[src/rtl/sram_arbiter.sv]
// ============================================================================
// Module   : sram_arbiter
// Brief    : Two-port round-robin arbiter and pipelined access sequencer for a
//            single-port registered-read SRAM.
// Revision : 1.0 - initial release
// ============================================================================
`default_nettype none

module sram_arbiter #(
    parameter int AW = 6,
    parameter int DW = 32
) (
    input  logic          clk,
    input  logic          nRST,

    input  logic          p0_valid,
    input  logic          p0_nWE,
    input  logic [AW-1:0] p0_adr,
    input  logic [DW-1:0] p0_din,
    output logic          p0_ready,
    output logic          p0_rvalid,
    output logic [DW-1:0] p0_dout,

    input  logic          p1_valid,
    input  logic          p1_nWE,
    input  logic [AW-1:0] p1_adr,
    input  logic [DW-1:0] p1_din,
    output logic          p1_ready,
    output logic          p1_rvalid,
    output logic [DW-1:0] p1_dout,

    output logic [AW-1:0] sram_adr,
    output logic          sram_nWE,
    output logic [DW-1:0] sram_din,
    input  logic [DW-1:0] sram_dout
);

    logic          r_prio;
    logic [AW-1:0] r_adr;
    logic          r_nwe;
    logic [DW-1:0] r_din;
    logic          r_s1_rd;
    logic          r_s1_port;
    logic          r_s2_rd;
    logic          r_s2_port;
    logic          r_p0_rvalid;
    logic          r_p1_rvalid;
    logic [DW-1:0] r_p0_dout;
    logic [DW-1:0] r_p1_dout;

    logic          w_go0;
    logic          w_go1;

    // Grant is gated by nRST so nothing can be accepted while reset is held.
    assign p0_ready = nRST & p0_valid & (~p1_valid | ~r_prio);
    assign p1_ready = nRST & p1_valid & (~p0_valid |  r_prio);
    assign w_go0    = p0_valid & p0_ready;
    assign w_go1    = p1_valid & p1_ready;

    always_ff @(posedge clk or negedge nRST) begin
        if (!nRST) begin
            r_prio      <= 1'b0;
            r_adr       <= '0;
            r_nwe       <= 1'b1;
            r_din       <= '0;
            r_s1_rd     <= 1'b0;
            r_s1_port   <= 1'b0;
            r_s2_rd     <= 1'b0;
            r_s2_port   <= 1'b0;
            r_p0_rvalid <= 1'b0;
            r_p1_rvalid <= 1'b0;
            r_p0_dout   <= '0;
            r_p1_dout   <= '0;
        end else begin
            if (w_go0 | w_go1)
                r_prio <= w_go0;

            if (w_go0) begin
                r_adr <= p0_adr;
                r_nwe <= p0_nWE;
                r_din <= p0_din;
            end else if (w_go1) begin
                r_adr <= p1_adr;
                r_nwe <= p1_nWE;
                r_din <= p1_din;
            end else begin
                r_nwe <= 1'b1;
            end

            // Only reads need a tag: writes never produce a response.
            r_s1_rd   <= (w_go0 & p0_nWE) | (w_go1 & p1_nWE);
            r_s1_port <= w_go1;
            r_s2_rd   <= r_s1_rd;
            r_s2_port <= r_s1_port;

            r_p0_rvalid <= r_s2_rd & ~r_s2_port;
            r_p1_rvalid <= r_s2_rd &  r_s2_port;
            if (r_s2_rd & ~r_s2_port)
                r_p0_dout <= sram_dout;
            if (r_s2_rd & r_s2_port)
                r_p1_dout <= sram_dout;
        end
    end

    assign sram_adr  = r_adr;
    assign sram_nWE  = r_nwe;
    assign sram_din  = r_din;
    assign p0_rvalid = r_p0_rvalid;
    assign p1_rvalid = r_p1_rvalid;
    assign p0_dout   = r_p0_dout;
    assign p1_dout   = r_p1_dout;

endmodule

`default_nettype wire

[config.mk]
export PLATFORM = sky130hd
export DESIGN_NAME = sram_arbiter
export DESIGN_NICKNAME = d
export VERILOG_FILES = /design/src/rtl/sram_arbiter.sv
export SDC_FILE = /design/constraint.sdc
export NUM_CORES = 1
export LEC_CHECK = 0
export ABC_AREA = 1
export CAP_MARGIN = 20
export CORE_ASPECT_RATIO = 0.9
export CORE_MARGIN = 2
export CORE_UTILIZATION = 40
export CTS_CLUSTER_DIAMETER = 30
export CTS_CLUSTER_SIZE = 16
export DETAILED_ROUTE_END_ITERATION = 6
export PLACE_DENSITY = 0.78
export SLEW_MARGIN = 20
export SYNTH_ARGS = -nofsm -noshare
export SYNTH_HDL_FRONTEND = slang
export SYNTH_SLANG_ARGS = --single-unit
[constraint.sdc]
create_clock -name clk -period 2.5 [get_ports clk]
set_input_delay 0.5 -clock clk [delete_from_list [all_inputs] [get_ports clk]]
set_output_delay 0.5 -clock clk [all_outputs]
set_load 0.01 [all_outputs]
# Yosys cells after proc, flatten, opt, wreduce, memory -nomap -nowiden
# Index checks and enable logic that the tools add are counted.
[totals] input_bits=114 ff_bits=110 elab_cells=37 out_inout_bits=107
[op_classes] bitwise=18 muxes=6 n_reduce_logical=1
[op_table] cell="2-to-1 mux 32 bit" n=2
[op_table] cell="2-to-1 mux 6 bit" n=2
[op_table] cell="AND 1 bit" n=10
[op_table] cell="inverter 1 bit" n=4
[op_table] cell="OR 1 bit" n=4
[op_table] cell="2-to-1 mux 1 bit" n=2
[op_table] cell="nonzero test 2 bit" n=1

# Depth between registers and ports, before layout
[depth] word_depth=6 ltp_mapped=7 ltp_nobuf=6

# Least setup slack after synthesis
# Ideal clock, no wire load.
[synth_timing] kind="input to output" startpoint="in nRST" endpoint="out p0_ready" arrival_ns=0.800 path_stages=4 path_slack_ns=1.200 path_buffers=0 t_required_ns=2.000 cell_sequence="nand2_1 inv_2 nand2_1 inv_1"
[synth_between] elab_chain_len=2
[synth_rtl] element="from (decl)" line_no="14" source="input logic nRST,"
[synth_rtl] element="AND 1 bit (2 in series)" line_no="55" source="assign p0_ready = nRST & p0_valid & (~p1_valid | ~r_prio);"
[synth_rtl] element="to (decl)" line_no="20" source="output logic p0_ready,"
# No other way between the ends.

# Final worst setup path
[layout_timing] startpoint="in p1_valid" endpoint="out p1_ready"
[layout_between] elab_chain_len=2
[layout_rtl] element="from (decl)" line_no="24" source="input logic p1_valid,"
[layout_rtl] element="AND 1 bit (2 in series)" line_no="56" source="assign p1_ready = nRST & p1_valid & (~p0_valid | r_prio);"
[layout_rtl] element="to (decl)" line_no="28" source="output logic p1_ready,"
# No other way between the ends.

==> key figures <==
Run status
  – Run status: completed

Yosys
  – Mapped Cells: 595
  – Mapped cell area: slightly below 0.005 sq mm
  – Number of unique standard cell types used by synthesis: 14
  – Post-Synthesis Net Count: between 700 and 800
  – Number of synthesized register bits: 110
  – Seq/Total Area, Yosys: 0.557
  – YS warnings: 0
  – Average footprint of a synthesized cell: ~8.3 sq um

Global route
  – Total global-route track usage: 0.202
  – Global-route wire length before repair: between 20 and 25 mm
  – Maximum number of pins on one net before global-route repair: 60
  – Leftover overflow at the end of global routing: 0
  – Number of global-route vias before repair: 4454
  – Number of antenna violations at the first check in global routing: 0

Power
  – Leakage power: a little under 0.004 uW
  – Peak ir drop on the vdd network: around 380 uV
  – Ratio of total power to cell area: 746 mW/mm^2

Cells and area
  – Final cell count without fillers: about 970
  – Area of combinational cells with multiple inputs: roughly 0.0015 sq mm
  – Area Overhead vs Synth: 51.5%
  – Most common library cell in the layout ignoring fill and taps: clkdlybuf4s50_1
  – Post-route design area: around 0.0075 sq mm
  – Number of diodes added for antenna fixing: 0
  – Count of filler cells inserted in the layout: slightly above 1000
  – Net count, final: approximately 920
  – Share of layout cells above drive strength 1: 0.0669
  – Highest-count cells in the layout ignoring fill and taps: 219 x clkdlybuf4s50_1, 189 x nand2_1, 116 x inv_1
  – Sequential cell area: roughly 0.0028 sq mm

STA
  – Final period util: 0.944
  – Final count of hold timing violations: 0
  – Unrepaired setup endpoints after global routing: no
  – Worst-Margin Slew: between 0.7 and 0.8 ns
  – Clock period minus worst slack: 2.36 ns
  – Worst Clk Skew: slightly above 0.009 ns
  – Total negative slack for setup checks: 0 ns
  – Max-slew headroom at the worst pin: 0.522
  – Achievable clock frequency: about 0.42 GHz
  – Final-report setup violation count: 0
  – Number of pins with negative max-slew slack in the final report: 0

CTS
  – Clock tree from TritonCTS: built
  – Clock insertion delay at the later pin of the skew report: 0.34 ns
  – Post-cts gate resize count: 0
  – Number of buffers created by CTS: 9
  – Number of setup buffers added after CTS: 0
  – Hold bufs inserted after CTS: 1
  – Num Clock Sinks: 110
  – CTS clk-pin slew, worst paths: 0.07 ns
  – Maximum root-to-sink buffer count: 2
  – Number of levels the H-tree was split into: 3
  – CTS Root Buffer Type: clkbuf_16

Critical path
  – Crit start category: primary input
  – RR Startpoint: r_s2_port$_DFF_PN0_
  – Reg-to-reg endpoint: p0_dout[31]$_DFFE_PN0P_
  – Category of the most critical setup path: primary input to output pin
  – Worst reg-to-reg path cell count: 4
  – Largest stage delay on the critical path: 0.57 ns
  – Critical-path cell list: clkdlybuf4s50_1 -> nand2_1 -> inv_1 -> nand2_1 -> inv_1 -> clkdlybuf4s50_1
  – Capturing element type of the critical path: output pin
  – Critical path endpoint: p1_ready
  – Crit Path Max Fanout: 2
  – Arr. time, crit path: roughly 1.9 ns
  – CP max-delay cell: clkdlybuf4s50_1
  – Endpoint required time on the critical path: 2.00 ns
  – Launch point of the worst path: p1_valid
  – Register-to-register setup slack: around 1.0 ns

Run
  – Number of maximum-capacitance constraint violations: 0

Place
  – DP Area: approximately 0.0072 sq mm
  – Count of placed standard cells including taps: 950
  – Count of buffers inserted at the top-level ports: 220
  – HPWL after DPL: just under 10 mm
  – Weighted congestion reported at the end of routability-driven placement: just over 0.8

Route
  – Overall routed net length: roughly 13 mm
  – Residual antenna-violating net count after detailed routing: 0
  – # DRC: 0
  – Drt initial violations: approximately 310
  – Number of vias per cell: between 4 and 5
  – Count of vias placed by the detailed router: around 4500
  – Number of iterations in the first detailed-routing pass: 5
  – Routed length per instance: between 10 and 15 um

Floorplanning
  – Full die area: between 0.01 and 0.015 sq mm
  – Num rows: 38
  – Overall die width: ~120 um
  – Die height: ~110 um
  – Number of primary I/O pins: around 220
  – Core area: about 0.012 sq mm
  – Initial core utilization: 0.410

Worst hold path
  – Kind of path behind the tightest hold check: primary input to asynchronous set/reset pin
[synthesized netlist by cell type]
library cell / n / share of area
nand2_1: 190 / 0.14
inv_1: 116 / 0.088
dfrtp_1: 109 / 0.55
nand3_1: 77 / 0.078
o21ai_0: 33 / 0.033
o21ai_2: 23 / 0.041
buf_2: 14 / 0.014
buf_6: 9 / 0.020
o21ai_1: 9 / 0.0091
buf_4: 6 / 0.0091
clkbuf_1: 5 / 0.0038
inv_2: 2 / 0.0015
dfstp_2: 1 / 0.0053
or2_1: 1 / 0.0013
[layer usage]
layer	vias to the layer above	wire, um	GRT usage
met5	-	0	0
met4	0	176	0.0599
met3	14	1060	0.0519
met2	190	6470	0.341
met1	2123	5620	0.258
li1	2206	-	-
[cell type report]
cell class / instances / share of cell area
clock buffer: 10 / 0.0319
clock inverter: 6 / 0.00701
inverter: 118 / 0.0591
multi-input combinational: 333 / 0.203
sequential: 110 / 0.367
tap: 160 / 0.0267
timing repair buffer: 230 / 0.305
[registers in the layout, indices dropped and copies added (netlist names)]
| name | count |
|---|---|
| p1_rvalid | 1 |
| sram_nWE | 1 |
| r_prio | 1 |
| p1_dout | 32 |
| r_s2_port | 1 |
| r_s1_rd | 1 |
| p0_dout | 32 |
| p0_rvalid | 1 |
| r_s2_rd | 1 |
| sram_din | 32 |
| sram_adr | 6 |
| r_s1_port | 1 |
[how the worst min path moves through the flow]
stage	slack [ns]	cells past startpoint	endpoint	start
global placement	0.30	1	sram_adr[5]$_DFFE_PN0P_	nRST
global route	0.36	2	sram_din[19]$_DFFE_PN0P_	nRST
finish	0.30	2	sram_din[27]$_DFFE_PN0P_	nRST
CTS	0.33	2	sram_din[19]$_DFFE_PN0P_	nRST
detailed placement	0.31	1	sram_adr[5]$_DFFE_PN0P_	nRST
floorplan	0.20	0	p0_dout[0]$_DFFE_PN0P_	nRST
[cell families after synthesis]
group	Yosys count	synth area share
buffers and inverters	152	0.137
and+or+nand+nor	268	0.223
AOI/OAI and AO/OA	65	0.0832
DFF	110	0.557
[metrics by stage]
| stage | util | hold WS (ns) | power [uW] | worst slack [ns] |
|---|---|---|---|---|
| final | 0.621 | 0.304 | 5590 | 0.140 |
| after global routing | 0.621 | 0.358 | 5920 | 0.0766 |
| after CTS | 0.621 | 0.329 | 5650 | 0.146 |
| after detailed placement | 0.596 | 0.306 | 4250 | 0.144 |
| after global placement | 0.596 | 0.303 | 4200 | 0.157 |
| after floorplan | - | 0.204 | 3110 | 1.20 |
[power breakdown]
| part | internal [uW] | switching, uW | leakage (uW) | total, uW |
|---|---|---|---|---|
| Combinational | 1020 | 790 | 0.00238 | 1810 |
| Sequential | 2170 | 230 | 0.00134 | 2400 |
| Clock | 718 | 664 | 0.000137 | 1380 |
[critical path: cells and delay by family]
family        cells  cell delay (ns)
buf+inv           4             1.20
simple gates      2             0.15
No activity file was read; power rests on OpenSTA's default activity.
==> edit 1: new RTL, same flow settings <==
The parameter `AW` goes from 6 to 7.
--- a/src/rtl/sram_arbiter.sv
+++ b/src/rtl/sram_arbiter.sv
@@ -7,7 +7,7 @@
 `default_nettype none
 
 module sram_arbiter #(
-    parameter int AW = 6,
+    parameter int AW = 7,
     parameter int DW = 32
 ) (
     input  logic          clk,
Interface: changed (resized p0_adr, p1_adr and sram_adr); port bits go from 221 to 224. No check against the original RTL was run, so the function may have changed too.
==> edit 1 against the unedited design <==
  * Total power rose by 0.97%
  * Wire length rose by 0.63%
  * Synthesized area rose by 0.91%
  * Design area rose by 0.97%
  * Setup slack got worse by 0.014 ns
  * Hold slack got worse by 0.024 ns
  * Count of clock-buffer cells in the layout fell by 1
  * First-iteration DRC count rose by 2.3%
  * Clock skew fell by 0.0041 ns
  * Sequential cell count rose by 1
  * Fmax fell by 0.60%
  * Highest routed layer unchanged
==> edit 1: results (changes against the unedited design) <==
metric,value,unit,change
status,completed,,unchanged
Placer Congestion,0.7983,,was 0.8119
post-CTS setup buffer count,0,,unchanged
worst vdd ir,0.3795,mV,was 0.3759 mV
nets,929,,was 916
"top cells by area, synth","dfrtp_1, nand2_1, inv_1",,unchanged
Detailed Route Iter0 Violations,315,,was 308
placed cell area,7279,sq um,was 7196 sq um
fraction of registers with async set or reset after synthesis,100.0,%,unchanged
Synth Net Count,719,,was 709
latest clock arrival within the worst-skew pair,0.34,ns,about the same
count of port buffers added during placement,223,,was 220
Top delay family on crit path,buffers and inverters,,unchanged
maximum clock path buffer count,2,,unchanged
pin count of the biggest net entering global routing,66,,was 60
share of layout cells above drive strength 1,6.854,%,was 6.691%
Min-Delay Path Class,input pin to asynchronous set/reset pin,,unchanged
Synth Warn #,0,,unchanged
slew margin rel.,46.80,%,was 52.22%
Sw Pwr,1.662,mW,was 1.683 mW
vias in the first global route,4470,,was 4454
clock transition at the registers of the reported paths,0.07,ns,about the same
first-pass iteration count of the detailed router,4,,was 5
WL final,13420,um,was 13330 um
Pleak,3.895,nW,was 3.856 nW
"Req. time, crit path",2.00,ns,about the same
number of buffers created by CTS,9,,unchanged
DPL Wire Length,9815,um,was 9771 um
H-tree levels,3,,unchanged
global-route wire length before repair,21410,um,was 21400 um
initial antenna violation count,1,,was 0
"Distinct cells, synth",15,,was 14
clock skew,0.005215,ns,was 0.009318 ns
final setup fails,0,,unchanged
gr usage total,20.48,%,was 20.18%
# resized after CTS,0,,unchanged
Clk Tree Root Cell,clkbuf_16,,unchanged
critical path peak fanout,2,,unchanged
Commonest cells post-synth,"nand2_1, inv_1, dfrtp_1, nand3_1, o21ai_0",,unchanged
Fill cells,1016,,was 1025
Slowest cell on crit path,clkdlybuf4s50_1,,unchanged
register area share after synthesis,55.65,%,about the same
ys flop type,dfrtp_1,,unchanged
via count,4562,,was 4533
delay of the slowest critical-path stage,0.55,ns,was 0.57 ns
[edit 1: per-layer routing]
metal / part of all wire [%] / track usage, % / up-vias
li1: - / - / 2242
met1: 42 / 25.24 / 2095
met5: 0 / 0 / -
met2: 47 / 33.48 / 200
met4: 2.0 / 8.210 / 0
met3: 9.2 / 6.739 / 25
[edit 1: final timing paths]
kind | startpoint | to | slack, ns | cells after the start
worst max-delay path | p0_valid | p0_ready | 0.13 | 6
worst min-delay path | nRST | sram_din[18]$_DFFE_PN0P_ | 0.28 | 2
worst max register to register | r_s2_rd$_DFF_PN0_ | p0_dout[29]$_DFFE_PN0P_ | 0.99 | 5
worst min register to register | r_s1_rd$_DFF_PN0_ | r_s2_rd$_DFF_PN0_ | 0.35 | 0
max in group asynchronous | nRST | sram_adr[0]$_DFFE_PN0P_ | 0.98 | 3
min in group clk | r_s1_rd$_DFF_PN0_ | r_s2_rd$_DFF_PN0_ | 0.35 | 0
[edit 1: logic make-up after synthesis]
group | count (synthesis) | share of synthesized area, %
simple gates | 273 | 22.65
buf+inv | 154 | 13.46
flops | 111 | 55.65
compound gates | 65 | 8.243
[edit 1: cell type report]
cell class	count	area share, %
Inverter	120	5.950
Clock inverter	6	0.8264
Clock buffer	9	2.975
Tap cell	160	2.645
Multi-Input combinational cell	338	20.41
Timing Repair Buffer	233	30.45
Sequential cell	111	36.71
Antenna cell	1	0.03306
[edit 1: metrics by stage]
step	setup slack (ns)	std cells	power, mW	hold slack, ns	utilization (%)
2_1_floorplan	1.185	603	3.128	0.2044	-
3_3_place_gp	0.1497	962	4.230	0.3361	60.04
3_5_place_dp	0.1147	962	4.294	0.3395	60.04
4_1_cts	0.1064	977	5.713	0.3094	62.41
5_1_grt	0.08061	977	5.986	0.3281	62.41
6_report	0.1262	978	5.648	0.2794	62.44
[edit 1: power groups by stage]
| stage | Clock [mW] | Sequential (mW) | Combinational (mW) |
|---|---|---|---|
| after floorplan | 0 | 2.61 | 0.523 |
| after global placement | 0 | 2.42 | 1.81 |
| after detailed placement | 0 | 2.44 | 1.86 |
| after CTS | 1.44 | 2.41 | 1.86 |
| after global routing | 1.52 | 2.46 | 2.01 |
| final | 1.40 | 2.41 | 1.84 |
==> edit 2: new RTL, same settings <==
Made on the original files. Make the reset (`nRST`) synchronous in one clocked block.
--- a/src/rtl/sram_arbiter.sv
+++ b/src/rtl/sram_arbiter.sv
@@ -57,7 +57,7 @@
     assign w_go0    = p0_valid & p0_ready;
     assign w_go1    = p1_valid & p1_ready;
 
-    always_ff @(posedge clk or negedge nRST) begin
+    always_ff @(posedge clk) begin
         if (!nRST) begin
             r_prio      <= 1'b0;
             r_adr       <= '0;
Check against the original RTL: differs if nRST is asserted again (counterexample within 4 cycles, from zero or initial values and one cycle with nRST low); with nRST held inactive, the same outputs for 10 cycles.
==> edit 2 against the unedited design <==
  * Setup slack lost 0.054 ns
  * Sequential cell count is the same
  * Clock skew shrank 0.0018 ns
  * Non-clock buffer count is the same
  * Count of clock-buffer cells in the layout is the same
  * Global-route usage grew 1.4 points
  * Wire length grew 2.3%
  * Synthesized cell count grew 8.6%
  * Fmax shrank 2.3%
  * Synthesized area shrank 5.2%
  * First-iteration DRC count shrank 11%
  * Design area shrank 3.7%
  * Highest routed layer unchanged
Power is not compared: it rests on default switching activity, and its combinational part moved more than twofold at a synthesized area within 25%.
==> edit 2: results (changes against the unedited design) <==
metric,value,unit,change
R2R setup slack,0.68,ns,was 1.01 ns
worst hold start,r_s1_port$_SDFF_PN0_,,
"Distinct cells, synth",21,,was 14
Non-clock inverters,51,,was 118
# resized after CTS,0,,unchanged
WL per Instance,13.64,um,was 13.79 um
multi-input logic cell count,437,,was 333
worst path arrival time,1.91,ns,was 1.86 ns
Cells after DPL,983,,was 950
Reg area,2202,sq um,was 2754 sq um
delay of the slowest critical-path stage,0.55,ns,was 0.57 ns
Final Critical Period,2.414,ns,was 2.360 ns
clk cell area share,4.091,%,was 3.889%
H-tree levels,3,,unchanged
register area share after synthesis,46.95,%,was 55.65%
Fill cells,1013,,was 1025
signal buffers share of area,32.05,%,was 30.54%
via count,4819,,was 4533
placed cell area,6912,sq um,was 7196 sq um
worst r2r src,r_s2_rd$_SDFF_PN0_,,was r_s2_port$_DFF_PN0_
"top cells by area, synth","dfxtp_1, nor2_1, o21ai_0",,"was dfrtp_1, nand2_1, inv_1"
ys flop type,dfxtp_1,,was dfrtp_1
die area,12610,sq um,was 13280 sq um
cells after synthesis,646,,was 595
count of port buffers added during placement,220,,unchanged
DPL Wire Length,9504,um,was 9771 um
Min-Delay Path Class,flop to flop,,was input pin to asynchronous set/reset pin
nets,953,,was 916
FF-to-FF path depth,5,,was 4
Hold WS,0.4203,ns,was 0.3037 ns
fraction of registers with async set or reset after synthesis,0,%,was 100.0%
share of layout cells above drive strength 1,7.820,%,was 6.691%
Commonest cells post-synth,"nor2_1, dfxtp_1, o21ai_0, inv_1, nand2_1",,"was nand2_1, inv_1, dfrtp_1, nand3_1, o21ai_0"
Slew @ Worst Pin,1.008,ns,was 0.7167 ns
Synth Net Count,760,,was 709
maximum clock path buffer count,2,,unchanged
critical path peak fanout,3,,was 2
Placer Congestion,0.7736,,was 0.8119
clock transition at the registers of the reported paths,0.07,ns,about the same
Detailed Route Iter0 Violations,274,,was 308
initial antenna violation count,0,,unchanged
Synth Warn #,0,,unchanged
footprint of the multi-input gates,2018,sq um,was 1519 sq um
pre-CTS setup slack,0.08328,ns,was 0.1445 ns
status,completed,,unchanged
gr usage total,21.55,%,was 20.18%
clock skew,0.007529,ns,was 0.009318 ns
RR Endpoint,p0_dout[30]$_SDFFE_PN0P_,,was p0_dout[31]$_DFFE_PN0P_
global-route wire length before repair,22030,um,was 21400 um
clock buffers,10,,unchanged
vias in the first global route,4535,,was 4454
WL final,13640,um,was 13330 um
hold path depth,2,,
pin count of the biggest net entering global routing,79,,was 60
termination of the worst setup path,p1_ready,,unchanged
Top delay family on crit path,buffers and inverters,,unchanged
first-pass iteration count of the detailed router,4,,was 5
-- edit 2: cell types whose count changed in the layout (fill, tap and decap cells not counted), moves of 4 or more --
cell     unedited run  this run
a21oi_2             0        30
o21ai_0            33       102
a21oi_1             0         9
dfxtp_1             0       110
nand3_1            77        39
o21ai_1             9         0
dfrtp_1           109         0
nor2_1              0       203
o21ai_2            23         0
nand2_1           189        43
nor2_2              0         4
inv_1             116        49
-- edit 2: logic make-up after synthesis --
family / synth area share [%]
flip-flops: 46.95
AO/OA/AOI/OAI: 17.90
AND/OR/NAND/NOR: 24.97
buffers and inverters: 10.19
-- edit 2: where the power goes --
part	total, mW	switching, mW	internal [mW]
registers	1.88	0.0430	1.84
logic	0.739	0.333	0.407
clock network	1.42	0.689	0.729
total	4.04	1.06	2.98
-- edit 2: layer usage --
layer | GRT usage, % | wire [um]
met1 | 24.74 | 5564
met5 | 0 | 0
met2 | 37.12 | 6570
met3 | 7.021 | 1182
met4 | 8.778 | 319
